## src/rtl/ttl_decoder_seq_pkg.sv

```systemverilog
// rtl/ttl_decoder_seq_pkg.sv - shared state encoding and widths for the sequenced TTL decoder
package ttl_decoder_seq_pkg;

  typedef enum logic [1:0] {
    IDLE   = 2'd0,
    ACTIVE = 2'd1,
    SCAN   = 2'd2
  } state_e;

  localparam int CNT_W = 8;
  localparam int DIV_W = 16;

endpackage

```

## src/rtl/ttl_decoder_seq_div.sv

```systemverilog
// rtl/ttl_decoder_seq_div.sv - scan-step prescaler: tick_o high on the last cycle of each SCAN_DIV period
module ttl_decoder_seq_div
  import ttl_decoder_seq_pkg::*;
#(
  parameter int SCAN_DIV = 4
) (
  input  logic clk_i,
  input  logic rst_ni,
  input  logic clr_i,
  output logic tick_o
);

  localparam logic [DIV_W-1:0] TC = DIV_W'(SCAN_DIV - 1);

  logic [DIV_W-1:0] cnt_q, cnt_d;

  assign tick_o = (cnt_q == TC);

  always_comb begin
    cnt_d = cnt_q + DIV_W'(1);
    if (clr_i || tick_o) begin
      cnt_d = '0;
    end
  end

  always_ff @(posedge clk_i or negedge rst_ni) begin
    if (!rst_ni) begin
      cnt_q <= '0;
    end else begin
      cnt_q <= cnt_d;
    end
  end

endmodule

```

## src/rtl/ttl_decoder_seq.sv

```systemverilog
// rtl/ttl_decoder_seq.sv - registered active-low decoder with one-shot strobe and optional scan mode
// Scan mode (SCAN state, prescaler, index) is built only when TTL_DECODER_SEQ_SCAN_EN is defined.
module ttl_decoder_seq
  import ttl_decoder_seq_pkg::*;
#(
  parameter int WIDTH_OUT = 8,
  parameter int WIDTH_IN  = $clog2(WIDTH_OUT),
  parameter int PULSE_LEN = 1,
  parameter int SCAN_DIV  = 4
) (
  input  logic                 Clk,
  input  logic                 Clear_bar,
  input  logic                 Enable1_bar,
  input  logic                 Enable2_bar,
  input  logic                 Enable3,
  input  logic [WIDTH_IN-1:0]  A,
  input  logic                 Strobe,
  input  logic                 Scan,
  output logic [WIDTH_OUT-1:0] Y,
  output logic                 Busy,
  output logic                 Done,
  output logic                 Err
);

  localparam logic [WIDTH_OUT-1:0] ONE      = WIDTH_OUT'(1);
  localparam logic [WIDTH_IN:0]    WOUT_EXT = (WIDTH_IN + 1)'(WIDTH_OUT);
  localparam logic [CNT_W-1:0]     P_LAST   = CNT_W'(PULSE_LEN - 1);

  state_e                 state_q, state_d;
  logic [WIDTH_IN-1:0]    addr_q, addr_d;
  logic [CNT_W-1:0]       cnt_q, cnt_d;
  logic [WIDTH_OUT-1:0]   y_q, y_d;
  logic                   busy_q, busy_d, done_q, done_d, err_q, err_d;
  logic                   en, in_range;

  assign en       = ~Enable1_bar & ~Enable2_bar & Enable3;
  assign in_range = ({1'b0, A} < WOUT_EXT);

`ifdef TTL_DECODER_SEQ_SCAN_EN
  localparam logic [WIDTH_IN-1:0] IDX_LAST = WIDTH_IN'(WIDTH_OUT - 1);

  logic [WIDTH_IN-1:0] idx_q, idx_d;
  logic                scan_tick;

  // Prescaler runs only while scanning so every step starts a full period.
  ttl_decoder_seq_div #(.SCAN_DIV(SCAN_DIV)) u_div (
    .clk_i  (Clk),
    .rst_ni (Clear_bar),
    .clr_i  (state_q != SCAN),
    .tick_o (scan_tick)
  );
`else
  logic unused_scan;
  assign unused_scan = Scan;
`endif

  always_ff @(posedge Clk or negedge Clear_bar) begin
    if (!Clear_bar) begin
      state_q <= IDLE;
      addr_q  <= '0;
      cnt_q   <= '0;
      y_q     <= '1;
      busy_q  <= 1'b0;
      done_q  <= 1'b0;
      err_q   <= 1'b0;
`ifdef TTL_DECODER_SEQ_SCAN_EN
      idx_q   <= '0;
`endif
    end else begin
      state_q <= state_d;
      addr_q  <= addr_d;
      cnt_q   <= cnt_d;
      y_q     <= y_d;
      busy_q  <= busy_d;
      done_q  <= done_d;
      err_q   <= err_d;
`ifdef TTL_DECODER_SEQ_SCAN_EN
      idx_q   <= idx_d;
`endif
    end
  end

  always_comb begin
    state_d = state_q;
    case (state_q)
      IDLE: begin
        if (en && Strobe) begin
          if (in_range) state_d = ACTIVE;
        end
`ifdef TTL_DECODER_SEQ_SCAN_EN
        else if (en && Scan) begin
          state_d = SCAN;
        end
`endif
      end
      ACTIVE: begin
        if (!en || (cnt_q == P_LAST)) state_d = IDLE;
      end
`ifdef TTL_DECODER_SEQ_SCAN_EN
      SCAN: begin
        if (!en || !Scan) state_d = IDLE;
      end
`endif
      default: state_d = IDLE;
    endcase
  end

  // Every exit path drives Y all-ones, so no transition can show two LOW bits.
  always_comb begin
    addr_d = addr_q;
    cnt_d  = cnt_q;
    y_d    = '1;
    busy_d = 1'b0;
    done_d = 1'b0;
    err_d  = 1'b0;
`ifdef TTL_DECODER_SEQ_SCAN_EN
    idx_d  = idx_q;
`endif
    case (state_q)
      IDLE: begin
        if (en && Strobe) begin
          if (in_range) begin
            addr_d = A;
            cnt_d  = '0;
            y_d    = ~(ONE << A);
            busy_d = 1'b1;
          end else begin
            err_d  = 1'b1;
          end
        end
`ifdef TTL_DECODER_SEQ_SCAN_EN
        else if (en && Scan) begin
          idx_d  = '0;
          y_d    = ~ONE;
          busy_d = 1'b1;
        end
`endif
      end
      ACTIVE: begin
        if (!en) begin
          cnt_d  = '0;
        end else if (cnt_q == P_LAST) begin
          cnt_d  = '0;
          done_d = 1'b1;
        end else begin
          cnt_d  = cnt_q + CNT_W'(1);
          y_d    = ~(ONE << addr_q);
          busy_d = 1'b1;
        end
      end
`ifdef TTL_DECODER_SEQ_SCAN_EN
      SCAN: begin
        if (!en || !Scan) begin
          idx_d = '0;
        end else begin
          if (scan_tick) idx_d = (idx_q == IDX_LAST) ? '0 : idx_q + WIDTH_IN'(1);
          y_d    = ~(ONE << idx_d);
          busy_d = 1'b1;
        end
      end
`endif
      default: ;
    endcase
  end

  assign Y    = y_q;
  assign Busy = busy_q;
  assign Done = done_q;
  assign Err  = err_q;

endmodule

```

## config.mk

```make
export PLATFORM = sky130hd
export DESIGN_NAME = ttl_decoder_seq
export DESIGN_NICKNAME = d
export VERILOG_FILES = /design/src/rtl/ttl_decoder_seq_pkg.sv /design/src/rtl/ttl_decoder_seq_div.sv /design/src/rtl/ttl_decoder_seq.sv
export SDC_FILE = /design/constraint.sdc
export NUM_CORES = 1
export LEC_CHECK = 0
export CAP_MARGIN = 20
export CORE_MARGIN = 3
export CORE_UTILIZATION = 50
export CTS_BUF_LIST = sky130_fd_sc_hd__clkbuf_4 sky130_fd_sc_hd__clkbuf_8 sky130_fd_sc_hd__clkbuf_16
export DETAILED_ROUTE_END_ITERATION = 16
export PLACE_DENSITY_LB_ADDON = 0.2
export SKIP_LAST_GASP = 1
export SYNTH_ARGS = -nofsm -noshare
export SYNTH_HDL_FRONTEND = slang
export SYNTH_SLANG_ARGS = --single-unit
```

## constraint.sdc

```tcl
create_clock -name Clk -period 1.8 [get_ports Clk]
set_clock_uncertainty 0.05 [all_clocks]
set_input_delay 0.36 -clock Clk [delete_from_list [all_inputs] [get_ports Clk]]
set_output_delay 0.36 -clock Clk [all_outputs]
set_load 0.01 [all_outputs]
```

==> impl_metrics.env, run 1 <==
export IMPL_status="finished, final reports clean"
export IMPL_num_rows=16
export IMPL_clk_pin_slew_worst_paths_ns=0.12
export IMPL_setup_violations=0
export IMPL_vias=851
export IMPL_antenna_found_initial=0
export IMPL_multiInputGateArea_um2=478
export IMPL_cap_violations=0
export IMPL_worst_hold_path_type="in -> async"
export IMPL_antenna_cells=0
export IMPL_coreArea_um2=2000
export IMPL_slew_violations=0
export IMPL_clk_latency_ns=0.31
export IMPL_grt_usage_pct=17.2
export IMPL_grt_pass1_wl_mm=3.38
export IMPL_ys_warn_count=0
export IMPL_switchingPower_w=0.000205
export IMPL_p_seq_share_pct=62.0
export IMPL_synth_commonest_cells="14 x dfrtp_1, 10 x nand2_1, 8 x dfstp_2, 5 x a22oi_1, 5 x nor2_1"
export IMPL_io_pins=21
export IMPL_synth_cell_type_count=38
export IMPL_die_w_um=52.4
export IMPL_startpoint_type="flop"
export IMPL_cts_tree="done"
export IMPL_grt_pass1_vias=783
export IMPL_gp_congestion=0.843
export IMPL_yosysMostFrequentCell="dfrtp_1"
export IMPL_layout_nets=140
export IMPL_route_detailed_wl_per_inst_um=13.4
export IMPL_firstDrtPassIters=4
export IMPL_yosysTopAreaCell="dfrtp_1"
export IMPL_clkPwrFrac_pct=28.4
export IMPL_synth_area_um2=1080
export IMPL_routed_wl_mm=2.06
export IMPL_finalCritPeriodShare_pct=91.6
export IMPL_clockBufferDepth=2
export IMPL_avgSynthCellArea_um2=11.1
export IMPL_fmax_mhz=607
export IMPL_hold_slack_ns=0.330
export IMPL_ctsHoldBuffers=0
export IMPL_gr_total_overflow=0
export IMPL_grt_max_degree=23
export IMPL_sw_frac_of_total_pct=23.8
export IMPL_syn_inst=97
export IMPL_first_iter_violations=24
export IMPL_regArea_um2=561
export IMPL_synth_edff_count=0
export IMPL_hpwlAfterDp_mm=1.55
export IMPL_yosysTopAreaCellShare_pct=32.6
export IMPL_n_fill_cell=160
export IMPL_p_per_area_nw_per_um2=615
export IMPL_cp_data_required_time_ns=1.98
export IMPL_syn_nets=109
export IMPL_hold_viol=0
export IMPL_finalCriticalPeriod_ns=1.65
export IMPL_yosysSeqAreaShare_pct=52.1
export IMPL_total_power_w=0.000860
export IMPL_portBuffers=18
export IMPL_worst_setup_path_end_kind="flop"
export IMPL_ys_ff_latch=22
export IMPL_arrival_ns=1.83
export IMPL_critPathMaxFanout=4
export IMPL_die_y_um=52.4
export IMPL_syn2layout_area_growth_pct=30.1
export IMPL_clock_sinks=22
export IMPL_initial_core_util_pct=53.8
export IMPL_p_leak_nw=0.604
export IMPL_synth_area_leaders="dfrtp_1 33%, dfstp_2 20%, a22oi_1 3.5%"
export IMPL_viasPerCell=5.53
export IMPL_internal_power_w=0.000655
export IMPL_cts_root_buffer="clkbuf_4"
export IMPL_critPathKind="reg -> reg"
export IMPL_async_flop_share_pct=100
export IMPL_die_area_um2=2740
export IMPL_synth_main_ff_cell="dfrtp_1"
export IMPL_ant_nets=0
export IMPL_htreeDepth=1
export IMPL_cts_buffers=3
export IMPL_rsz0062_at_grt="false"
export IMPL_layout_drive_gt1_share_pct=23.6
export IMPL_ir_drop_uv=549
export IMPL_combPwrFrac_pct=9.6
export IMPL_drc=0
## logic make-up after synthesis
logic type	after synthesis	synth area share, %
compound gates	20	13.5
simple gates	41	24.5
flops	22	52.1
xor+xnor	1	0.814
mux	3	2.91
buf+inv	7	3.49
other cells	1	0.349
fa+ha+maj	2	2.33
## final cells by class
| class | count | share of cell area (%) |
|---|---|---|
| multi-input combinational | 68 | 34.1 |
| tap | 27 | 2.41 |
| clock buffer | 4 | 2.14 |
| sequential | 22 | 40.0 |
| timing repair buffer | 29 | 20.2 |
| inverter | 4 | 1.07 |
## routing by layer
metal | global-route usage, % | share of wire, % | up-vias
met5 | 0 | 0 | -
met4 | 8.94 | 2.2 | 0
met3 | 2.56 | 6.1 | 7
met2 | 28.1 | 47 | 31
met1 | 21.9 | 45 | 406
li1 | - | - | 407
## critical path: stages, from the launching register on
cell	delay [ns]
dfrtp_1	0.40
inv_1	0.07
ha_1	0.14
nor3b_2	0.27
a21oi_4	0.11
buf_4	0.16
nor2b_4	0.13
a32oi_1	0.22
## power groups by stage
stage               registers (W)  logic (W)  clock network (W)
detailed placement       0.000541  0.0000839                  0
floorplan                0.000537  0.0000381                  0
CTS                      0.000533  0.0000842           0.000248
global route             0.000535  0.0000929           0.000276
global placement         0.000539  0.0000808                  0
finish                   0.000533  0.0000827           0.000245
## metrics by stage
stage	setup slack (ns)	TNS, ns	utilization (%)	cell area (um2)	instances
2_1_floorplan	0.244	0	-	1080	97
3_3_place_gp	-0.00633	-0.0113	67.4	1350	150
3_5_place_dp	-0.0541	-0.259	67.4	1350	150
4_1_cts	0.00211	0	68.9	1380	154
5_1_grt	0.0347	0	69.9	1400	154
6_report	0.151	0	69.9	1400	154
## state kept, by name (all words and copies together) (netlist names)
name,count
Done,1
Y,8
addr_q,3
state_q,1
Busy,1
cnt_q,8
## repair_timing
action | 4_1_cts | 5_1_grt
buffers inserted | 0 | 0
resized for setup | 0 | 8
endpoints found under the hold margin | 0 | 0
setup endpoints to repair | 0 | 8
## placed cells by master, fill, tap and decap left out, types with 5 or more instances in the layout
| cell type | n |
|---|---|
| nand2_1 | 10 |
| clkdlybuf4s50_1 | 10 |
| dfrtp_1 | 14 |
| nor2_1 | 5 |
| dlymetal6s2s_1 | 8 |
| buf_4 | 11 |
| a22oi_1 | 5 |
| dfstp_2 | 8 |
## worst paths after layout
path,from,end,slack [ns],cells after the start
max,cnt_q[1],Y[6],0.15,7
min,Clear_bar,Done,0.33,2
max reg2reg,cnt_q[1],Y[6],0.15,7
min reg2reg,cnt_q[3],cnt_q[3],0.50,1
max in group asynchronous,Clear_bar,Y[5],1.09,2
min in group Clk,cnt_q[3],cnt_q[3],0.50,1
(Power assumes the default switching activity.)
==> run 2, diff against run 1 <==
PLACE_DENSITY = 0.89   (was default)
PLACE_DENSITY_LB_ADDON = default   (was 0.2)
==> run 2 against run 1 <==
Compared with the run above:
- clock power rose by 53%
- global-route usage rose by 2.0 points
- critical path type unchanged
- flip-flop and latch count did not move
- sequential share of layout area fell by 0.53 points
==> impl_metrics.env, run 2 (synthesis gave the netlist of run 1 again) <==
export IMPL_status="finished, final reports clean"
export IMPL_startpoint_type="flop"
export IMPL_grt_pass1_vias=891
export IMPL_hpwlAfterDp_mm=1.63
export IMPL_die_w_um=52.4
export IMPL_cts_tree="done"
export IMPL_cp_data_required_time_ns=1.99
export IMPL_critPathLaunch="cnt_q[1]"
export IMPL_crit_chain="inv_1, ha_1, nor3b_2, a21oi_4, buf_4, and4_1, a31oi_1"
export IMPL_antenna_cells=0
export IMPL_r2r_end="Y[7]"
export IMPL_ant_nets=0
export IMPL_portBuffers=18
export IMPL_io_pins=21
export IMPL_layout_drive_gt1_share_pct=23.6
export IMPL_worst_hold_path_type="in -> async"
export IMPL_cap_violations=0
export IMPL_cp_slowest_cell="dfrtp_1"
export IMPL_cts_root_buffer="clkbuf_4"
export IMPL_finalCritPeriodShare_pct=95.3
export IMPL_finalInstanceArea_um2=1420
export IMPL_grt_max_degree=23
export IMPL_ff2ff_setup_slack_ns=0.08
export IMPL_r2r_cells=7
export IMPL_route_detailed_wl_per_inst_um=15.4
export IMPL_firstDrtPassIters=4
export IMPL_hold_slack_ns=0.320
export IMPL_num_rows=16
export IMPL_coreArea_um2=2000
export IMPL_drc=0
export IMPL_cts_buffers=3
export IMPL_syn2layout_area_growth_pct=31.9
export IMPL_worst_setup_path_end_kind="flop"
export IMPL_p_leak_nw=0.612
export IMPL_reg2reg_from="cnt_q[1]"
export IMPL_antenna_found_initial=0
export IMPL_ir_drop_uv=549
export IMPL_routed_wl_mm=2.37
export IMPL_critPathMaxStageDelay_ns=0.40
export IMPL_grt_usage_pct=19.2
export IMPL_arrival_ns=1.91
export IMPL_grt_pass1_wl_mm=3.81
export IMPL_ctsHoldBuffers=0
export IMPL_rsz0062_at_grt="false"
export IMPL_slew_violations=0
export IMPL_critPathBufInv=2
export IMPL_critPathKind="reg -> reg"
export IMPL_clock_sinks=22
export IMPL_p_per_area_nw_per_um2=698
export IMPL_clk_pin_slew_worst_paths_ns=0.12
export IMPL_finalCriticalPeriod_ns=1.72
export IMPL_die_y_um=52.4
export IMPL_n_fill_cell=154
export IMPL_place_area_um2=1350
export IMPL_die_area_um2=2740
export IMPL_setup_violations=0
export IMPL_first_iter_violations=24
export IMPL_layout_nets=140
export IMPL_final_common_cell="dfrtp_1"
export IMPL_gp_congestion=0.784
export IMPL_layout_common_cells="14 x dfrtp_1, 11 x buf_4, 10 x nand2_1, 10 x clkdlybuf4s50_1, 8 x dfstp_2"
export IMPL_critPathMaxFanout=7
export IMPL_fmax_mhz=583
export IMPL_viasPerCell=5.56
export IMPL_crit_family="simple AND/OR/NAND/NOR gates"
export IMPL_clk_latency_ns=0.31
export IMPL_vias=856
export IMPL_gr_total_overflow=0
export IMPL_hold_viol=0
export IMPL_htreeDepth=1
export IMPL_initial_core_util_pct=53.8
export IMPL_clockBufferDepth=2
[run 2: cell types whose count changed in the layout (fill, tap and decap cells not counted)]
cell / delta
dlygate4sd2_1: +1
bufinv_16: +1
clkbuf_4: -1
dlymetal6s2s_1: -1
[run 2: worst max path at each step]
| stage | cells past startpoint | end | slack, ns |
|---|---|---|---|
| floorplan | 6 | cnt_q[2] | 0.24 |
| global placement | 5 | cnt_q[2] | -0.04 |
| detailed placement | 6 | cnt_q[5] | -0.10 |
| CTS | 1 | Y[1] | 0.009 |
| global route | 7 | Y[7] | 0.02 |
| finish | 7 | Y[7] | 0.08 |
[run 2: through the flow]
step                setup WS (ns)  TNS (ns)  power [W]  utilization, %  cells
detailed placement         -0.101    -0.425   0.000623            67.4    150
global route               0.0248         0    0.00103            70.9    154
finish                     0.0849         0   0.000991            70.9    154
floorplan                   0.244         0   0.000575               -     97
CTS                       0.00911         0   0.000996            70.0    154
global placement          -0.0365   -0.0820   0.000619            67.4    150
[run 2: layout make-up]
cell class                 instances  area [um2]  share of cell area, %
sequential                        22         561                   39.5
multi-input combinational         68         478                   33.7
timing repair buffer              29         279                   19.7
tap                               27        33.8                   2.38
clock inverter                     1        30.0                   2.12
clock buffer                       3        22.5                   1.59
inverter                           4        15.0                   1.06
[run 2: repair_timing]
item / 4_1_cts / 5_1_grt
endpoints found under the setup margin: 1 / 7
pin swaps: 0 / 0
resized for setup: 1 / 7
buffers inserted: 0 / 0
[run 2: where the power goes]
| group | switching (W) | internal [W] |
|---|---|---|
| Clock | 0.000150 | 0.000225 |
| Combinational | 0.0000431 | 0.0000421 |
| Sequential | 0.0000194 | 0.000512 |
[run 2: metal layers]
metal,vias to the layer above,part of all wire [%],global-route usage [%]
met5,-,0,0
met4,0,2.2,11.9
met3,8,3.5,3.70
met2,27,53,33.1
met1,413,41,21.4
li1,408,-,-
==> run 3, diff against run 2 <==
CORE_MARGIN = default   (was 3)
==> run 3 against run 2 <==
Compared with the run above:
- cell area is 0.44% lower
- setup slack worse by 0.047 ns
- combinational power grew 4.8%
- non-clock buffer count rose by 2
- critical path depth fell by 6
- die area decreased by 15%
- critical endpoint is now Y[2]
- via count is 2.3% higher
==> impl_metrics.env, run 3 (synthesis gave the netlist of run 1 again) <==
export IMPL_first_iter_violations=25
export IMPL_p_per_area_nw_per_um2=634
export IMPL_htreeDepth=1
export IMPL_layout_common_cells="16 x clkdlybuf4s50_1, 14 x dfrtp_1, 13 x buf_4"
export IMPL_num_rows=16
export IMPL_gp_congestion=0.849
export IMPL_viasPerCell=5.62
export IMPL_clk_latency_ns=0.31
export IMPL_grt_max_degree=13
export IMPL_worst_setup_path_end_kind="primary output"
export IMPL_clockBufferDepth=2
export IMPL_cp_slowest_cell="dfstp_2"
export IMPL_startpoint_type="flop"
export IMPL_arrival_ns=1.35
export IMPL_syn2layout_area_growth_pct=31.3
export IMPL_cap_violations=0
export IMPL_critPathKind="reg -> out"
export IMPL_rsz0062_at_grt="false"
export IMPL_critPathBufInv=1
export IMPL_cts_buffers=3
export IMPL_crit_chain="clkdlybuf4s50_1"
export IMPL_clk_pin_slew_worst_paths_ns=0.13
export IMPL_antenna_found_initial=0
export IMPL_hold_viol=0
export IMPL_worstMarginPinSlew_ns=0.511
export IMPL_finalCriticalPeriod_ns=1.76
export IMPL_cts_root_buffer="clkbuf_4"
export IMPL_gr_total_overflow=0
export IMPL_layout_drive_gt1_share_pct=24.8
export IMPL_ir_drop_uv=458
export IMPL_final_common_cell="clkdlybuf4s50_1"
export IMPL_initial_core_util_pct=53.8
export IMPL_drc=0
export IMPL_route_detailed_wl_per_inst_um=13.9
export IMPL_clock_sinks=22
export IMPL_grt_pass1_wl_mm=3.74
export IMPL_postCtsSetupBuffers=0
export IMPL_critPathLaunch="Y[2]"
export IMPL_status="finished, final reports clean"
export IMPL_worst_hold_path_type="in -> async"
export IMPL_n_fill_cell=139
export IMPL_final_core_util_pct=70.6
export IMPL_die_w_um=48.4
export IMPL_cp_data_required_time_ns=1.39
export IMPL_hpwlAfterDp_mm=1.61
export IMPL_fmax_mhz=567
export IMPL_critPathMaxStageDelay_ns=0.53
export IMPL_die_area_um2=2340
export IMPL_cts_tree="done"
export IMPL_routed_wl_mm=2.18
export IMPL_finalCritPeriodShare_pct=97.9
export IMPL_ff2ff_setup_slack_ns=0.16
export IMPL_critPathMaxFanout=1
export IMPL_die_y_um=48.4
export IMPL_layout_nets=142
export IMPL_p_leak_nw=0.622
export IMPL_slew_violations=0
export IMPL_setup_violations=0
export IMPL_ctsHoldBuffers=0
export IMPL_portBuffers=18
export IMPL_place_ws_ns=-0.125
export IMPL_reg2reg_from="cnt_q[1]"
export IMPL_antenna_cells=0
export IMPL_crit_family="flip-flops"
export IMPL_vias=876
export IMPL_firstDrtPassIters=4
export IMPL_slew_headroom_pct=65.9
export IMPL_io_pins=21
export IMPL_grt_pass1_vias=861
export IMPL_grt_usage_pct=20.9
export IMPL_setup_ws_ns=0.0377
export IMPL_coreArea_um2=2000
export IMPL_ant_nets=0
[run 3: cell count changes in the layout (fill, tap and decap cells not counted), sizes merged]
cell           previous run  this run
clkdlybuf4s50            10        16
dlygate4sd2               1         0
buf                      11        13
dlymetal6s2s              7         2
clkbuf                    3         4
bufinv                    1         0
[run 3: final timing paths]
kind                                  end  cells past startpoint
worst max-delay path                 Y[2]                      1
worst min-delay path                 Done                      1
worst max register to register       Y[7]                      7
worst min register to register       Y[6]                      1
max in group asynchronous       addr_q[0]                      2
min in group Clk                     Y[6]                      1
[run 3: routing by layer]
layer,share of wire [%],track usage (%),wire [um]
met5,0,0,0
met4,1.7,10.8,38
met3,5.2,2.83,113
met2,48,33.8,1040
met1,45,27.7,985
[run 3: cell type report]
class | count | area (um2) | area share (%)
inverter | 4 | 15.0 | 1.06
timing repair buffer | 31 | 283 | 20.0
multi-input combinational | 68 | 484 | 34.3
sequential | 22 | 561 | 39.7
tap | 27 | 33.8 | 2.39
clock buffer | 4 | 36.3 | 2.57
[run 3: through the flow]
stage          total power, W  hold slack (ns)  cells  TNS [ns]  instance area, um2
2_1_floorplan        0.000575           0.0144     97         0                1080
3_3_place_gp         0.000623            0.465    152   -0.0535                1370
3_5_place_dp         0.000629            0.497    152    -0.546                1370
4_1_cts              0.000891            0.329    156         0                1400
5_1_grt              0.000919            0.343    156         0                1410
6_report             0.000896            0.323    156         0                1410
[run 3: where the power goes]
group           total, W  switching (W)  internal (W)  leakage [nW]
Sequential      0.000532      0.0000208      0.000512         0.275
Combinational  0.0000893      0.0000441     0.0000452         0.326
Clock           0.000274       0.000151      0.000123        0.0210
[run 3: repair_timing]
action,in CTS,in global routing
endpoints found under the hold margin,0,0
setup endpoints to repair,0,3
gates resized for setup,0,3
==> RTL edit 1, RTL diff (flow settings as in run 1) <==
Register the output `Y` once more, with the module's reset; this adds one clock of latency there. The other outputs are not delayed to match.
--- a/src/rtl/ttl_decoder_seq.sv
+++ b/src/rtl/ttl_decoder_seq.sv
@@ -163,7 +163,13 @@
     endcase
   end
 
-  assign Y    = y_q;
+  always_ff @(posedge Clk or negedge Clear_bar) begin
+    if (!Clear_bar) begin
+      Y <= '0;
+    end else begin
+      Y <= y_q;
+    end
+  end
   assign Busy = busy_q;
   assign Done = done_q;
   assign Err  = err_q;
Check against the original RTL: not equivalent (Yosys sat finds a counterexample within 4 cycles, from zero or initial values).
==> RTL edit 1 against run 1 <==
- wire length is 18% higher
- total power grew 42%
- design area rose by 13%
- maximum frequency rose by 0.58%
- area after synthesis grew 15%
- sequential cell count grew 8
- synthesized cell count grew 9.3%
- critical path depth decreased by 2
- setup slack better by 0.0095 ns
- critical endpoint is now y_q[7]
- largest power group unchanged
==> RTL edit 1: results <==
export IMPL_synth_fp_nets=118
export IMPL_placed_cells=160
export IMPL_drt_vias_per_instance=5.524
export IMPL_nets=151
export IMPL_synth_compound_gate_area_share_pct=12.71
export IMPL_synth_top_cells_by_area="dfrtp_1 (44%), dfstp_2 (17%), nand2_1 (3.9%)"
export IMPL_crit_path_max_incr_delay_ns=0.47
export IMPL_use_met1_pct=20.82
export IMPL_dp_hpwl_mm=1.726
export IMPL_dp_slack_ns=-0.2078
export IMPL_holdWs_ns=0.3413
export IMPL_drive_gt1_share_pct=22.14
export IMPL_peakVddDrop_uv=741.7
export IMPL_muxShareOfSynthArea_pct=0.8073
export IMPL_synthAdderAreaFrac_pct=2.018
export IMPL_p_leak_nw=0.6916
export IMPL_r2r_cells=5
export IMPL_drtIter0Drc=30
export IMPL_synth_xor_area_share_pct=0.7064
export IMPL_timing_critical_path_from="cnt_q[5]"
export IMPL_grt_use_met3_pct=6.265
export IMPL_synth_common_cells="dfrtp_1 (22), nand2_1 (13), dfstp_2 (8)"
export IMPL_crit_family="simple AND/OR/NAND/NOR gates"
export IMPL_layout_cells_non_filler=168
export IMPL_gr_usage_met2_pct=28.89
export IMPL_run_status="completed"
export IMPL_drt_met1_wl_mm=1.002
export IMPL_dpl_cell_area_um2=1511
==> RTL edit 1: cell types whose count changed in the layout (fill, tap and decap cells not counted), sizes merged, moves of 2 or more <==
cell,change
a21o,+2
a21oi,-3
a22oi,-2
a31oi,+2
clkbuf,+2
clkdlybuf4s50,+8
dfrtp,+8
dlymetal6s2s,-8
nand2,+3
nand4,-3
nor2,+2
o21ai,+2
==> RTL edit 1: area by class of cell <==
cell class / count / area (um2)
repair buffers: 28 / 255.2
clock inverters: 2 / 12.51
multi-input cells: 71 / 455.4
fillers: 178 / 694.4
flip-flops and latches: 30 / 760.7
inverters: 3 / 11.26
well taps: 28 / 35.03
clock buffers: 6 / 51.30
==> RTL edit 1: power by group <==
group | switching [mW] | leakage [nW] | internal, mW | total, mW
Combinational | 0.0468 | 0.312 | 0.0422 | 0.0890
Clock | 0.233 | 0.0343 | 0.187 | 0.420
Sequential | 0.0212 | 0.346 | 0.692 | 0.713
==> RTL edit 2, RTL diff (settings of run 1) <==
Without the edit above. Change the parameter `WIDTH_OUT` from 8 to 16.
--- a/src/rtl/ttl_decoder_seq.sv
+++ b/src/rtl/ttl_decoder_seq.sv
@@ -3,7 +3,7 @@
 module ttl_decoder_seq
   import ttl_decoder_seq_pkg::*;
 #(
-  parameter int WIDTH_OUT = 8,
+  parameter int WIDTH_OUT = 16,
   parameter int WIDTH_IN  = $clog2(WIDTH_OUT),
   parameter int PULSE_LEN = 1,
   parameter int SCAN_DIV  = 4
Ports: changed (resized A and Y); port bits go from 21 to 30. The function was not compared with the original's and may differ.
==> RTL edit 2 against run 1 <==
- hold slack improved by 0.027 ns
- first-iteration DRC count rose to 3.2 times the old value
- wire length rose by 59%
- design area rose by 38%
- count of clock-buffer cells in the layout rose by 4
- total power rose by 58%
- sequential cell count rose by 9
- area after synthesis rose by 35%
- global-route usage rose by 3.7 points
- final cell count rose by 37%
- setup slack got worse by 0.11 ns
- largest power group unchanged
==> RTL edit 2: results <==
export IMPL_rrSetupSlack_ns=0.04
export IMPL_multi_input_area_share_pct=31.26
export IMPL_r2r_start="cnt_q[7]"
export IMPL_muxShareOfSynthArea_pct=2.153
export IMPL_clk_pin_slew_worst_paths_ns=0.09
export IMPL_inverters_excl_clock=8
export IMPL_drtIter0Drc=76
export IMPL_placed_cells=202
export IMPL_met3_length_um=215
export IMPL_cp_arrival_ns=1.92
export IMPL_synthAdderAreaFrac_pct=1.723
export IMPL_crit_family="simple AND/OR/NAND/NOR gates"
export IMPL_powerClk_uw=472
export IMPL_peakVddDrop_uv=611.5
export IMPL_use_met1_pct=29.88
export IMPL_dp_hpwl_mm=2.418
export IMPL_drive_gt1_share_pct=25.41
export IMPL_ys_seq_area_share_pct=54.78
export IMPL_synth_compound_gate_area_share_pct=14.47
export IMPL_wl_met2_mm=1.544
export IMPL_multi_input_cells=93
export IMPL_run_status="completed"
export IMPL_port_buffers=27
export IMPL_endpoint="cnt_q[7]"
export IMPL_grt_use_met3_pct=6.479
[RTL edit 2: logic make-up after synthesis]
logic type / count (synthesis)
and+or+nand+nor: 55
DFF: 31
AOI/OAI and AO/OA: 30
buffers and inverters: 13
muxes: 3
adders and majority gates: 2
xor gates and xnor gates: 2
other: 1
[RTL edit 2: per-stage QoR]
stage | worst slack [ns] | power [mW] | hold WS [ns] | cell area, um2 | TNS (ns)
finish | 0.04175 | 1.359 | 0.3574 | 1933 | 0
global placement | -0.1132 | 0.8887 | 0.4869 | 1827 | -1.178
detailed placement | -0.1800 | 0.8955 | 0.4925 | 1827 | -1.846
CTS | 0.001308 | 1.364 | 0.3681 | 1891 | 0
floorplan | 0.2910 | 0.8214 | 0.01441 | 1453 | 0
global route | 0.006956 | 1.420 | 0.3825 | 1933 | 0
[RTL edit 2: what timing repair did]
action / 4_1_cts / 5_1_grt
setup endpoints to repair: 7 / 10
setup buffers: 0 / 1
pin swaps: 0 / 2
hold buffers: 0 / 0
gates resized for setup: 7 / 11
